`src/rtl/multicycle_control_seq.sv`:
```
// Multi-cycle control sequencer for the 9-bit ISA.
// Accepts one instruction at a time over a valid/ready handshake, holds it in ir,
// and walks DECODE -> EXEC -> (MEM -> WB) while driving the datapath control set.
// Handshake: an instruction transfers on a cycle where instr_valid and instr_ready
// are both high; instr_ready is high only in DECODE, and instr/instr_valid are
// ignored in every other cycle.
module multicycle_control_seq #(
    parameter int IW      = 9,
    parameter int MEM_LAT = 2,
    parameter int CW      = 4
) (
    input  logic          Clk,
    input  logic          Reset,
    input  logic [IW-1:0] instr,
    input  logic          instr_valid,
    output logic          instr_ready,
    input  logic          alu_lt,
    input  logic          alu_gt,
    input  logic          alu_eq,
    output logic          reg_write,
    output logic          mem_read,
    output logic          mem_write,
    output logic          mem_to_reg,
    output logic          alu_src,
    output logic          reg_src,
    output logic [2:0]    alu_op,
    output logic          branch_taken,
    output logic          jump,
    output logic          pc_en,
    output logic          illegal,
    output logic          halted,
    output logic [2:0]    flags,
    output logic [2:0]    dbg_state
);

    typedef enum logic [2:0] {
        S_DECODE = 3'd0,
        S_EXEC   = 3'd1,
        S_MEM    = 3'd2,
        S_WB     = 3'd3,
        S_HALT   = 3'd4
    } state_t;

    localparam logic [1:0] TY_MATH   = 2'b00;
    localparam logic [1:0] TY_COND   = 2'b01;
    localparam logic [1:0] TY_ASSIGN = 2'b10;

    localparam logic [2:0] OP_LI    = 3'b000;
    localparam logic [2:0] OP_LOAD  = 3'b010;
    localparam logic [2:0] OP_STORE = 3'b011;
    localparam logic [2:0] OP_CMP   = 3'b100;
    localparam logic [2:0] OP_NOP   = 3'b101;
    localparam logic [2:0] OP_HALT  = 3'b111;

    localparam logic [CW-1:0] LAT = CW'(MEM_LAT);

    state_t        state_q, state_d;
    logic [IW-1:0] ir_q, ir_d;
    logic [2:0]    flags_q, flags_d;
    logic [CW-1:0] cnt_q, cnt_d;

    logic [1:0] ty;
    logic [2:0] sub;
    logic       is_load;
    logic       cond;
    logic       unused_ir_bits;

    assign ty             = ir_q[IW-1 -: 2];
    assign sub            = ir_q[IW-3 -: 3];
    assign is_load        = (sub == OP_LOAD);
    assign unused_ir_bits = ^ir_q[IW-6:0];

    // Branch condition from the flags held at entry to EXEC.
    always_comb begin
        cond = 1'b0;
        case (ir_q[IW-3 -: 2])
            2'b00:   cond = flags_q[2];
            2'b01:   cond = flags_q[1];
            2'b10:   cond = ~flags_q[0];
            default: cond = flags_q[0];
        endcase
    end

    // State register, instruction register, compare flags and wait counter.
    always_ff @(posedge Clk) begin
        if (Reset) begin
            state_q <= S_DECODE;
            ir_q    <= '0;
            flags_q <= '0;
            cnt_q   <= '0;
        end else begin
            state_q <= state_d;
            ir_q    <= ir_d;
            flags_q <= flags_d;
            cnt_q   <= cnt_d;
        end
    end

    // Next-state and control decode from state and ir; everything forced low in reset.
    always_comb begin
        state_d      = state_q;
        ir_d         = ir_q;
        flags_d      = flags_q;
        cnt_d        = cnt_q;
        instr_ready  = 1'b0;
        reg_write    = 1'b0;
        mem_read     = 1'b0;
        mem_write    = 1'b0;
        mem_to_reg   = 1'b0;
        alu_src      = 1'b0;
        reg_src      = 1'b0;
        alu_op       = 3'b000;
        branch_taken = 1'b0;
        jump         = 1'b0;
        pc_en        = 1'b0;
        illegal      = 1'b0;
        halted       = 1'b0;
        flags        = flags_q;
        dbg_state    = state_q;

        case (state_q)
            S_DECODE: begin
                instr_ready = 1'b1;
                if (instr_valid) begin
                    ir_d    = instr;
                    state_d = S_EXEC;
                end
            end
            S_EXEC: begin
                state_d = S_DECODE;
                case (ty)
                    TY_MATH: begin
                        reg_write = 1'b1;
                        alu_op    = sub;
                        pc_en     = 1'b1;
                    end
                    TY_COND: begin
                        branch_taken = cond;
                        pc_en        = 1'b1;
                    end
                    TY_ASSIGN: begin
                        case (sub)
                            OP_LI: begin
                                alu_src   = 1'b1;
                                reg_write = 1'b1;
                                pc_en     = 1'b1;
                            end
                            OP_CMP: begin
                                alu_op  = 3'b001;
                                flags_d = {alu_lt, alu_gt, alu_eq};
                                pc_en   = 1'b1;
                            end
                            OP_NOP: pc_en = 1'b1;
                            OP_HALT: state_d = S_HALT;
                            OP_LOAD, OP_STORE: begin
                                mem_read  = is_load;
                                mem_write = ~is_load;
                                if (MEM_LAT > 0) begin
                                    cnt_d   = LAT;
                                    state_d = S_MEM;
                                end else if (is_load) begin
                                    state_d = S_WB;
                                end else begin
                                    pc_en = 1'b1;
                                end
                            end
                            default: begin
                                // undefined assign sub-ops retire as a nop
                                illegal = 1'b1;
                                pc_en   = 1'b1;
                            end
                        endcase
                    end
                    default: begin
                        if (ir_q[IW-3]) begin
                            jump  = 1'b1;
                            pc_en = 1'b1;
                        end else begin
                            reg_src   = 1'b1;
                            reg_write = 1'b1;
                            pc_en     = 1'b1;
                        end
                    end
                endcase
            end
            S_MEM: begin
                // strobe held from EXEC so its width is 1+MEM_LAT cycles
                mem_read  = is_load;
                mem_write = ~is_load;
                cnt_d     = cnt_q - CW'(1);
                if (cnt_q == CW'(1)) begin
                    if (is_load) begin
                        state_d = S_WB;
                    end else begin
                        pc_en   = 1'b1;
                        state_d = S_DECODE;
                    end
                end
            end
            S_WB: begin
                reg_write  = 1'b1;
                mem_to_reg = 1'b1;
                pc_en      = 1'b1;
                state_d    = S_DECODE;
            end
            S_HALT: halted = 1'b1;
            default: state_d = S_DECODE;
        endcase

        if (Reset) begin
            instr_ready  = 1'b0;
            reg_write    = 1'b0;
            mem_read     = 1'b0;
            mem_write    = 1'b0;
            mem_to_reg   = 1'b0;
            alu_src      = 1'b0;
            reg_src      = 1'b0;
            alu_op       = 3'b000;
            branch_taken = 1'b0;
            jump         = 1'b0;
            pc_en        = 1'b0;
            illegal      = 1'b0;
            halted       = 1'b0;
            flags        = 3'b000;
            dbg_state    = 3'b000;
        end
    end

endmodule

```
`config.mk`:
```
export PLATFORM = sky130hd
export DESIGN_NAME = multicycle_control_seq
export DESIGN_NICKNAME = d
export VERILOG_FILES = /design/src/rtl/multicycle_control_seq.sv
export SDC_FILE = /design/constraint.sdc
export NUM_CORES = 1
export LEC_CHECK = 0
export ABC_CLOCK_PERIOD_IN_PS = 1330
export CORE_MARGIN = 2
export CORE_UTILIZATION = 40
export CTS_CLUSTER_SIZE = 25
export DETAILED_ROUTE_END_ITERATION = 6
export GPL_TIMING_DRIVEN = 1
export PLACE_DENSITY = 0.75
export SYNTH_ARGS = -nofsm -noshare
export SYNTH_HDL_FRONTEND = slang
export SYNTH_SLANG_ARGS = --single-unit
```
`constraint.sdc`:
```
create_clock -name Clk -period 1.33 [get_ports Clk]
set_input_delay 0.133 -clock Clk [delete_from_list [all_inputs] [get_ports Clk]]
set_output_delay 0.133 -clock Clk [all_outputs]
set_load 0.01 [all_outputs]
```
==> metrics list <==
* Outcome: finished, violations left
- The final reports fail on setup timing.
- Setup repair after global routing could not meet its margin everywhere.
* CTS root buf: clkbuf_4
- GRT Overall Usage: 25.6%
- Row count: 18
- Slew Limit Fails: 0
* Maximum fanout along the worst path: 4
- Worst setup path start: state_q[1]$_SDFFE_PP0P_
- Summed over all layers, the global routing overflow is 0.
- STA puts the critical path data required time at 1200 ps.
- Relative slew slack: 72.7%
- The final-report hold violation count came to 0.
* Final setup violation count: 23
- 36 I/O pins were placed.
* DIE AREA: 3020 um2
* Sequential fraction of the synthesis area: 28.9%
- For the pin with the worst max-slew slack, the measured transition is 408 ps.
- Fraction of final layout cells sized beyond drive strength 1: 59.2%
* Sequential fraction of design power: 45.3%
* Critical path startpoint category: register
* First-pass GRT wire length: 5440 um
* Initial antenna violation count: 0
- Post-synth cell types: 38
- P per Cell Area: 540 nW/um2
- Worst r2r src: state_q[1]$_SDFFE_PP0P_
- Starting utilization of the core area: 42.0%
* H-Tree Level Count: 1
- A synthesized cell averages 8.32 um2.
- Number of warnings reported in the yosys synthesis log: 0
- The pre-antenna-repair detailed-routing pass consisted of 4 iterations.
- Of the available clock period, the critical path in the final layout requires 130%.
* Class of the most critical hold timing path: in -> reg
- Post-Syn Nets: 142
- For the worst setup path, the data arrival time is 1590 ps.
- The clock passes through at most 2 buffers.
- The detailed router finished its first iteration with 38 violations.
- Of the total power, the clock network draws 26.8%.
- Timing would allow up to 579 MHz.
- Switching Share: 30.6%
- Maximum number of pins on one net before global-route repair: 11
- Total clock buffers created by CTS: 3
- The worst register-to-register path has a depth of 5.
* CTS clock-pin slew for the worst setup and hold paths: 90 ps
- After synthesis the netlist holds a flip-flop and latch count of 15.
* Die Wd: 55.0 um
- Maxcap violations: 0
* Clock sink total: 15
- Final routed wire length divided by cell count: 18.0 um
- After the last flow step, the layout net total stands at 219.
- The startpoint identified for the worst hold timing path is instr[4].
- The layout has 163 filler cells.
- The via count of the first global-routing pass is 1,171.
- Via total after detailed routing: 1,330
- Worst supply voltage drop on vdd: 758 uV
- FF+latch area: 324 um2
* Area of combinational cells with multiple inputs: 891 um2
- The analysis attributes to cell leakage a power of 0.000847 uW.
- Core ar.: 2480 um2
- The worst setup path is captured at a primary output.
* Clock insertion delay at the later pin of the skew report: 300 ps
* Antenna Violating Nets Remaining: 0
- At the placement stage, the worst setup path has a slack of -650 ps.
* Power Internal: 730 uW
- Hold timing on the final database bottoms out at a slack of 443 ps.
- Setup Skew: 11.5 ps
- PortBufs: 31
- Aggregate routed wire length: 4150 um
- Final critical-path setup slack: -398 ps
- In this run the cell area of the synthesized design comes to 1040 um2.
* Placer's final routability congestion estimate: 0.877
* Post-detail-place hpwl: 2400 um
* Avg Vias per Cell: 5.76
- Clock tree from TritonCTS: done
- Number of instances in the synthesized netlist: 125
- Worst Hold Depth: 3
* Total power draw: 1050 uW
- Fraction of the core area covered by cells at the end of the flow: 78.7%
* Post-layout min period: 1730 ps
- Total net switching power: 322 uW
- WS Path Type: reg -> out
- Area added between synthesis and finish: 87.5%
- The number of antenna diodes in the final layout is 0.
- Of the total power, combinational logic draws 27.9%.
- After detailed routing, the number of remaining DRC violations is 0.
- Die height: 55.0 um
timing repair:
item | 4_1_cts | 5_1_grt
setup buffers | 11 | 7
gates cloned | 1 | 0
pin swaps | 19 | 8
endpoints found under the setup margin | 34 | 33
hold buffers | 0 | 0
gates resized for setup | 115 | 36
worst max-delay path: stages (launching register included):
cell and delay, ps:
dfxtp_4 370, and4bb_2 360, nand3b_1 130, a211oi_2 270
buf_2 170
synth_stat cells, drive strengths merged:
master    n  share of area, %
mux2i     6               5.8
and4b     1               1.3
a221oi    1              0.84
and2b     1              0.72
nand2     5               1.8
nor2b    14               8.4
dfxtp    15                29
a21oi     3               1.4
o21bai    2               1.4
a2111oi   1               1.4
nor4      4               2.4
nor3      4               1.9
nand3b    2               1.4
o41ai     2               1.7
nor2     16               5.8
nor3b     6               4.3
inv       5               1.8
xnor2     1              0.84
nor4b     1               2.3
or3       2               1.2
and4      2               1.7
ha        2               2.4
and3      1              0.60
or3b      2               1.7
nand2b    1              0.60
mux2      3               3.2
and4bb    2               2.4
nand3     1              0.48
clkbuf    4               1.4
nand4bb   1               1.1
buf       5               3.0
o2111ai   1              0.84
a31oi     2               1.2
a211oi    2               1.4
o21ai     3               1.4
nand4     1              0.60
registers in the layout, summed over array words and instances, names as in the netlist:
register,cells
state_q,3
flags_q,3
cnt_q,4
ir_q,5
cell type report:
| type | instances | area share, % |
|---|---|---|
| clock buffer | 4 | 1.35 |
| sequential | 15 | 16.6 |
| inverter | 5 | 1.09 |
| multi-input combinational | 96 | 45.7 |
| tap | 30 | 1.93 |
| timing repair buffer | 81 | 33.3 |
cells by family after synthesis:
| family | count (synthesis) | synth area share (%) |
|---|---|---|
| and+or+nand+nor | 67 | 40.8 |
| AOI/OAI and AO/OA | 17 | 11.8 |
| DFF | 15 | 28.9 |
| buffers and inverters | 14 | 6.26 |
| muxes | 9 | 9.03 |
| adders and majority gates | 2 | 2.41 |
| xor gates and xnor gates | 1 | 0.843 |
final timing paths:
| check | endpoint | slack (ps) |
|---|---|---|
| setup / recovery | mem_write | -400 |
| hold / removal | ir_q[4]$_SDFFE_PP0P_ | 440 |
| setup reg to reg | flags_q[0]$_SDFFE_PP0P_ | -300 |
| hold reg to reg | cnt_q[3]$_SDFFE_PP0P_ | 620 |
metrics by stage:
stage          instances  instance area (um2)  TNS (ps)
6_report             231                 1950     -5180
5_1_grt              231                 1950     -6920
4_1_cts              226                 1830     -3470
3_5_place_dp         212                 1620    -10150
3_3_place_gp         212                 1620     -9140
2_1_floorplan        125                 1060      -127
power by group through the flow:
stage / clock network, uW / registers (uW) / logic [uW]
6_report: 282 / 477 / 293
5_1_grt: 307 / 478 / 314
4_1_cts: 284 / 478 / 260
3_5_place_dp: 0 / 487 / 221
3_3_place_gp: 0 / 486 / 216
2_1_floorplan: 0 / 480 / 115
layer usage:
layer / wire length [um] / global-route usage, % / part of all wire, % / vias to the layer above
li1: - / - / - / 604
met1: 1570 / 31.3 / 38 / 642
met2: 2150 / 41.7 / 52 / 68
met3: 297 / 6.99 / 7.2 / 16
met4: 142 / 11.4 / 3.4 / 0
met5: 0 / 0 / 0 / -
layout by cell type (no fill, tap or decap), types with 3 or more instances in the layout:
| master | n |
|---|---|
| mux2_4 | 3 |
| dlygate4sd2_1 | 4 |
| dfxtp_2 | 4 |
| nor2b_4 | 5 |
| buf_2 | 14 |
| nor3b_1 | 3 |
| dfxtp_1 | 6 |
| dfxtp_4 | 5 |
| buf_4 | 38 |
| clkbuf_4 | 3 |
| inv_1 | 4 |
| clkdlybuf4s50_1 | 9 |
| nor2_1 | 11 |
| nor3_1 | 3 |
| nand2_1 | 4 |
| buf_6 | 12 |
| nor2_2 | 3 |
| nor2b_1 | 7 |
| mux2i_1 | 6 |
Power figures use the tool's default switching activity.
==> variant 1: new RTL, config.mk and constraints unchanged <==
The parameter `CW` goes from 4 to 5.
--- a/src/rtl/multicycle_control_seq.sv
+++ b/src/rtl/multicycle_control_seq.sv
@@ -9,3 +9,3 @@
     parameter int MEM_LAT = 2,
-    parameter int CW      = 4
+    parameter int CW      = 5
 ) (
Check against the original RTL: same outputs for any inputs over 10 cycles, from zero or initial values and one cycle with Reset high; that may be too few to reach the edited logic, so the function may still have changed.
==> variant 1 against the original RTL <==
- the flow still finishes with violations (negative setup slack)
- clock power grew 22%
- area after synthesis grew 0.12%
- sequential cell count grew 1
- count of clock-buffer cells in the layout is the same
- setup slack lost 0.22 ns
- routed wire length grew 1.1%
- total power grew 16%
- design area grew 6.2%
- critical endpoint is now alu_src
==> variant 1: results (changes against the original RTL) <==
[finish]
largestRegisters=cnt_q (5), ir_q (5)
nets=222  ; +1.4%
fill_cells=137  ; -16%
layout-drive-gt1-share_pct=60.8  ; +1.6 points

[timing]
setup_tns_ns=-11.79  ; -6.61 ns
holdWs_ns=0.442  ; -0.00108 ns
setup_violations=33  ; +43%
max_slew_margin_pct=82.9  ; +10 points
skew_ns=0.00575  ; -0.00575 ns
setup_ws_ns=-0.622  ; -0.225 ns

[placement]
place_area_mm2=0.00167  ; +3.3%
gp_congestion=0.913  ; +4.2%
post-place-ws_ns=-0.907  ; -0.256 ns
dp_hpwl_um=2290  ; -4.8%

[hold_path]
worst_hold_path.endpoint=flags_q[0]$_SDFFE_PP0P_
min_from=alu_eq
hp-class=primary input to flop

[global_route]
grt_pass1_wl_um=5380  ; -1.0%
grt_max_degree=13  ; +2
grt_pass1_vias=1163  ; -0.68%
grtUsageTotal_pct=25.6  ; +0.030 points

[routing]
vias=1282  ; -3.6%
routed_wl_um=4200  ; +1.1%
first_iter_violations=54  ; +42%

[synth]
synth-seq-area-share_pct=30.8  ; +1.9 points
syn_nets=143  ; +0.70%
synthTopCellsByCount=nor2_1 (19), dfxtp_1 (16), mux2i_1 (9), nor2b_1 (7)
synth_area_leaders=dfxtp_1 (31%), mux2i_1 (8.7%), nor2_1 (6.9%), nor2b_1 (4.2%), or3_1 (3.0%)
synth_cell_types=39  ; +2.6%

[pwr]
vdd_drop_max_uv=693  ; -8.6%
leakage_nw=0.935  ; +10%

[critical_path]
worstReg2RegStart=state_q[0]$_SDFFE_PP0P_
cp_max_fo=5  ; +1
r2r_end=cnt_q[3]$_SDFFE_PP0P_

[status]
status=finished, violations left
violations=negative setup slack

variant 1: through the flow:
step	instances	utilization [%]
finish	234	83.5
global route	234	83.5
CTS	228	75.1
detailed placement	217	67.4
global placement	217	67.4
floorplan	126	-
variant 1: where the power goes:
part	switching [W]	total (W)	internal [W]
combinational	0.000158	0.000365	0.000207
clock	0.000176	0.000343	0.000167
sequential	0.0000155	0.000508	0.000492
variant 1: repair_timing:
item | CTS | global route
resized for setup | 117 | 39
endpoints found under the setup margin | 35 | 35
buffers inserted | 6 | 6
gates cloned | 1 | 1
pin swaps | 13 | 17
variant 1: per-layer routing:
metal	vias to the layer above	part of all wire (%)	global-route usage, %
met2	48	54	45.4
met3	11	4.4	6.45
li1	606	-	-
met4	0	2.2	8.54
met5	-	0	0
met1	617	39	29.8
variant 1: final cells by class:
cell class,count,area share (%)
inverter,5,1.15
timing repair buffer,83,35.6
multi-input combinational,96,43.5
clock buffer,4,1.75
sequential,16,16.1
tap,30,1.81
variant 1: worst max-delay path: stages, from the launching register on:
cell and delay, ns:
dfxtp_2 0.36, or3b_4 0.38, or3_4 0.37, and4bb_1 0.27, buf_2 0.13
variant 1: cells by family (layout without fill, tap and decap cells):
| group | Yosys count | count (layout) | synth area share, % |
|---|---|---|---|
| and+or+nand+nor | 59 | 59 | 34.3 |
| muxes | 10 | 10 | 9.74 |
| buffers and inverters | 14 | 92 | 6.61 |
| AOI/OAI and AO/OA | 25 | 25 | 16.2 |
| adders and majority gates | 2 | 2 | 2.40 |
| DFF | 16 | 16 | 30.8 |
variant 1: how the worst max path moves through the flow:
stage	startpoint	slack [ns]	cells after the start	to
floorplan	state_q[0]$_SDFFE_PP0P_	-0.26	4	alu_src
global placement	Reset	-0.88	5	alu_src
detailed placement	Reset	-0.91	5	alu_src
CTS	state_q[0]$_SDFFE_PP0P_	-0.64	4	alu_src
global route	state_q[0]$_SDFFE_PP0P_	-0.66	4	alu_src
finish	state_q[0]$_SDFFE_PP0P_	-0.62	4	alu_src
==> variant 2: new RTL, config.mk and constraints unchanged <==
Without the edit above. Register the output `flags`, with the module's reset; this adds one clock of latency there. The other outputs are not delayed to match.
--- a/src/rtl/multicycle_control_seq.sv
+++ b/src/rtl/multicycle_control_seq.sv
@@ -56,2 +56,4 @@
 
+    logic [2:0] flags_c;
+
     state_t        state_q, state_d;
@@ -117,3 +119,3 @@
         halted       = 1'b0;
-        flags        = flags_q;
+        flags_c      = flags_q;
         dbg_state    = state_q;
@@ -223,3 +225,3 @@
             halted       = 1'b0;
-            flags        = 3'b000;
+            flags_c      = 3'b000;
             dbg_state    = 3'b000;
@@ -228,2 +230,10 @@
 
+    always_ff @(posedge Clk) begin
+        if (Reset) begin
+            flags <= '0;
+        end else begin
+            flags <= flags_c;
+        end
+    end
+
 endmodule
Behaviour: not the same (a bounded check fails within 4 cycles, from zero or initial values and one cycle with Reset high).
==> variant 2 against the original RTL <==
- largest cell class unchanged
- sequential cell count rose by 3
- critical endpoint unchanged
- core utilization down 2.1 points
- highest routed layer unchanged
- the flow still finishes with violations (negative setup slack)
- design area decreased by 0.83%
- setup slack got worse by 0.35 ns
- total power is 9.0% higher
- area after synthesis rose by 4.0%
- routed wire length shrank 13%
- clock power up 6%
- combinational power down 2%
- register-to-register slack lost 0.13 ns
- global-route usage is 3.6 points lower
==> variant 2: results (changes against the original RTL) <==
[hold_path]
worst_hold_path.endpoint=flags_q[2]$_SDFFE_PP0P_
hp-class=primary input to flop
min_delay_path_depth=3  ; unchanged
min_from=alu_lt

[clock_tree]
clock_latency_ns=0.31
clkTransAtPathRegs_ns=0.11  ; +0.02 ns
cts_root_buf=clkbuf_4
cts_buffers=3  ; unchanged

[status]
violations=negative setup slack
status=finished, violations left

[synth]
synth-seq-area-share_pct=33.3  ; +4.5 points
synth_cell_types=41  ; +7.9%
synth_area_leaders=dfxtp_1 (33%), mux2i_1 (5.6%), nor3b_1 (4.9%), nor2_1 (4.5%), a21oi_1 (3.7%)
yosysWarnings=0  ; unchanged
syn_nets=145  ; +2.1%
synthTopCellsByCount=dfxtp_1 (18), nor2_1 (13), a21oi_1 (8), clkbuf_1 (8), nor3b_1 (7)
synth_area_per_cell_um2=8.45  ; +1.5%
async_flop_share_pct=0  ; unchanged

[placement]
dp_hpwl_um=2340  ; -2.3%
placed_cells=210  ; -0.94%
gp_congestion=0.892  ; +1.8%
post-place-ws_ns=-0.837  ; -0.186 ns

[finish]
fill_cells=185  ; +13%
layout-drive-gt1-share_pct=53.3  ; -5.9 points
largestRegisters=ir_q (5), cnt_q (4)

[routing]
first_iter_violations=25  ; -34%
viasPerCell=5.49  ; -4.6%
firstDrtPassIters=4  ; unchanged
avgRoutedWirePerCell_um=16.1  ; -10%
vias=1236  ; -7.1%

[critical_path]
worstReg2RegStart=state_q[1]$_SDFFE_PP0P_
r2r_end=cnt_q[1]$_SDFFE_PP0P_
cp.arrival_ns=1.95  ; +0.36 ns
cp_max_fo=3  ; -1
r2r_setup_slack_ns=-0.43  ; -0.13 ns
r2r.worst_path.cells=4  ; -1

[pwr]
vdd_drop_max_uv=568  ; -25%
leakage_nw=0.781  ; -7.7%
p_int_w=0.000811  ; +11%

[global_route]
met3_usage_pct=3.49  ; -3.5 points
grt_pass1_wl_um=5490  ; +0.88%
grt_util_met1_pct=27.6  ; -3.7 points
grt_max_degree=27  ; +16
grtUsageTotal_pct=22.0  ; -3.6 points
grt_util_met2_pct=37.5  ; -4.2 points

[timing]
skew_ns=0.00353  ; -0.00797 ns
setup_violations=33  ; +43%
setup_tns_ns=-10.66  ; -5.48 ns
max_slew_margin_pct=78.9  ; +6.2 points
setup_ws_ns=-0.749  ; -0.352 ns

## variant 2: changes by cell type after synthesis, sizes merged, moves of 3 or more
cell / unedited run / this run
nor2: 16 / 13
a21oi: 3 / 8
nor2b: 14 / 6
mux2: 3 / 0
clkbuf: 4 / 8
dfxtp: 15 / 18
## variant 2: cells by family (layout without fill, tap and decap cells)
family                     count (synthesis)  count (layout)  synth area share [%]
and+or+nand+nor                           57              57                  32.4
AOI/OAI and AO/OA                         25              25                  17.1
DFF                                       18              18                  33.3
buffers and inverters                     18              85                  7.64
muxes                                      6               6                  5.56
adders and majority gates                  2               2                  2.31
xor gates and xnor gates                   2               2                  1.62
## variant 2: per-layer routing
layer  share of wire [%]  routed length, um
met5                   0                  0
met4                 3.8                137
met2                  51               1830
met3                 4.3                155
met1                  41               1500
## variant 2: area by class of cell
class / count / share of cell area, %
inverter: 6 / 1.17
timing repair buffer: 76 / 34.2
multi-input combinational: 92 / 42.1
tap: 30 / 1.94
sequential: 18 / 19.4
clock buffer: 3 / 1.17
## variant 2: power by group through the flow
stage,Sequential (W),Clock (W),Combinational [W]
3_5_place_dp,0.000572,0,0.000241
3_3_place_gp,0.000571,0,0.000235
5_1_grt,0.000563,0.000315,0.000307
2_1_floorplan,0.000571,0,0.000127
4_1_cts,0.000561,0.000299,0.000273
6_report,0.000561,0.000299,0.000287
## variant 2: worst max-delay path by stage
| stage | from | to | slack [ns] | cells after the start |
|---|---|---|---|---|
| after floorplan | ir_q[7]$_SDFFE_PP0P_ | mem_read | -0.48 | 5 |
| after global placement | ir_q[7]$_SDFFE_PP0P_ | mem_read | -0.82 | 4 |
| after detailed placement | ir_q[7]$_SDFFE_PP0P_ | mem_write | -0.84 | 4 |
| after CTS | ir_q[7]$_SDFFE_PP0P_ | mem_write | -0.74 | 4 |
| after global routing | ir_q[7]$_SDFFE_PP0P_ | mem_write | -0.81 | 4 |
| final | state_q[1]$_SDFFE_PP0P_ | mem_write | -0.75 | 4 |
## variant 2: worst max-delay path, stage by stage (launching register included)
cell	delay, ns
dfxtp_2	0.35
or3b_4	0.37
or4b_4	0.55
a211oi_4	0.21
buf_2	0.16
## variant 2: stage by stage
| step | instance area [um^2] | util (%) | hold WS [ns] |
|---|---|---|---|
| after floorplan | 1150 | - | 0.280 |
| after global placement | 1680 | 66.8 | 0.467 |
| after detailed placement | 1680 | 66.8 | 0.473 |
| after CTS | 1830 | 72.6 | 0.402 |
| after global routing | 1930 | 76.6 | 0.404 |
| final | 1930 | 76.6 | 0.390 |
## variant 2: repair_timing
| item | in CTS | in global routing |
|---|---|---|
| pin swaps | 7 | 6 |
| cloned | 0 | 0 |
| hold buffers | 0 | 0 |
| setup endpoints to repair | 33 | 34 |
| buffers inserted | 5 | 8 |
| gates resized for setup | 78 | 18 |
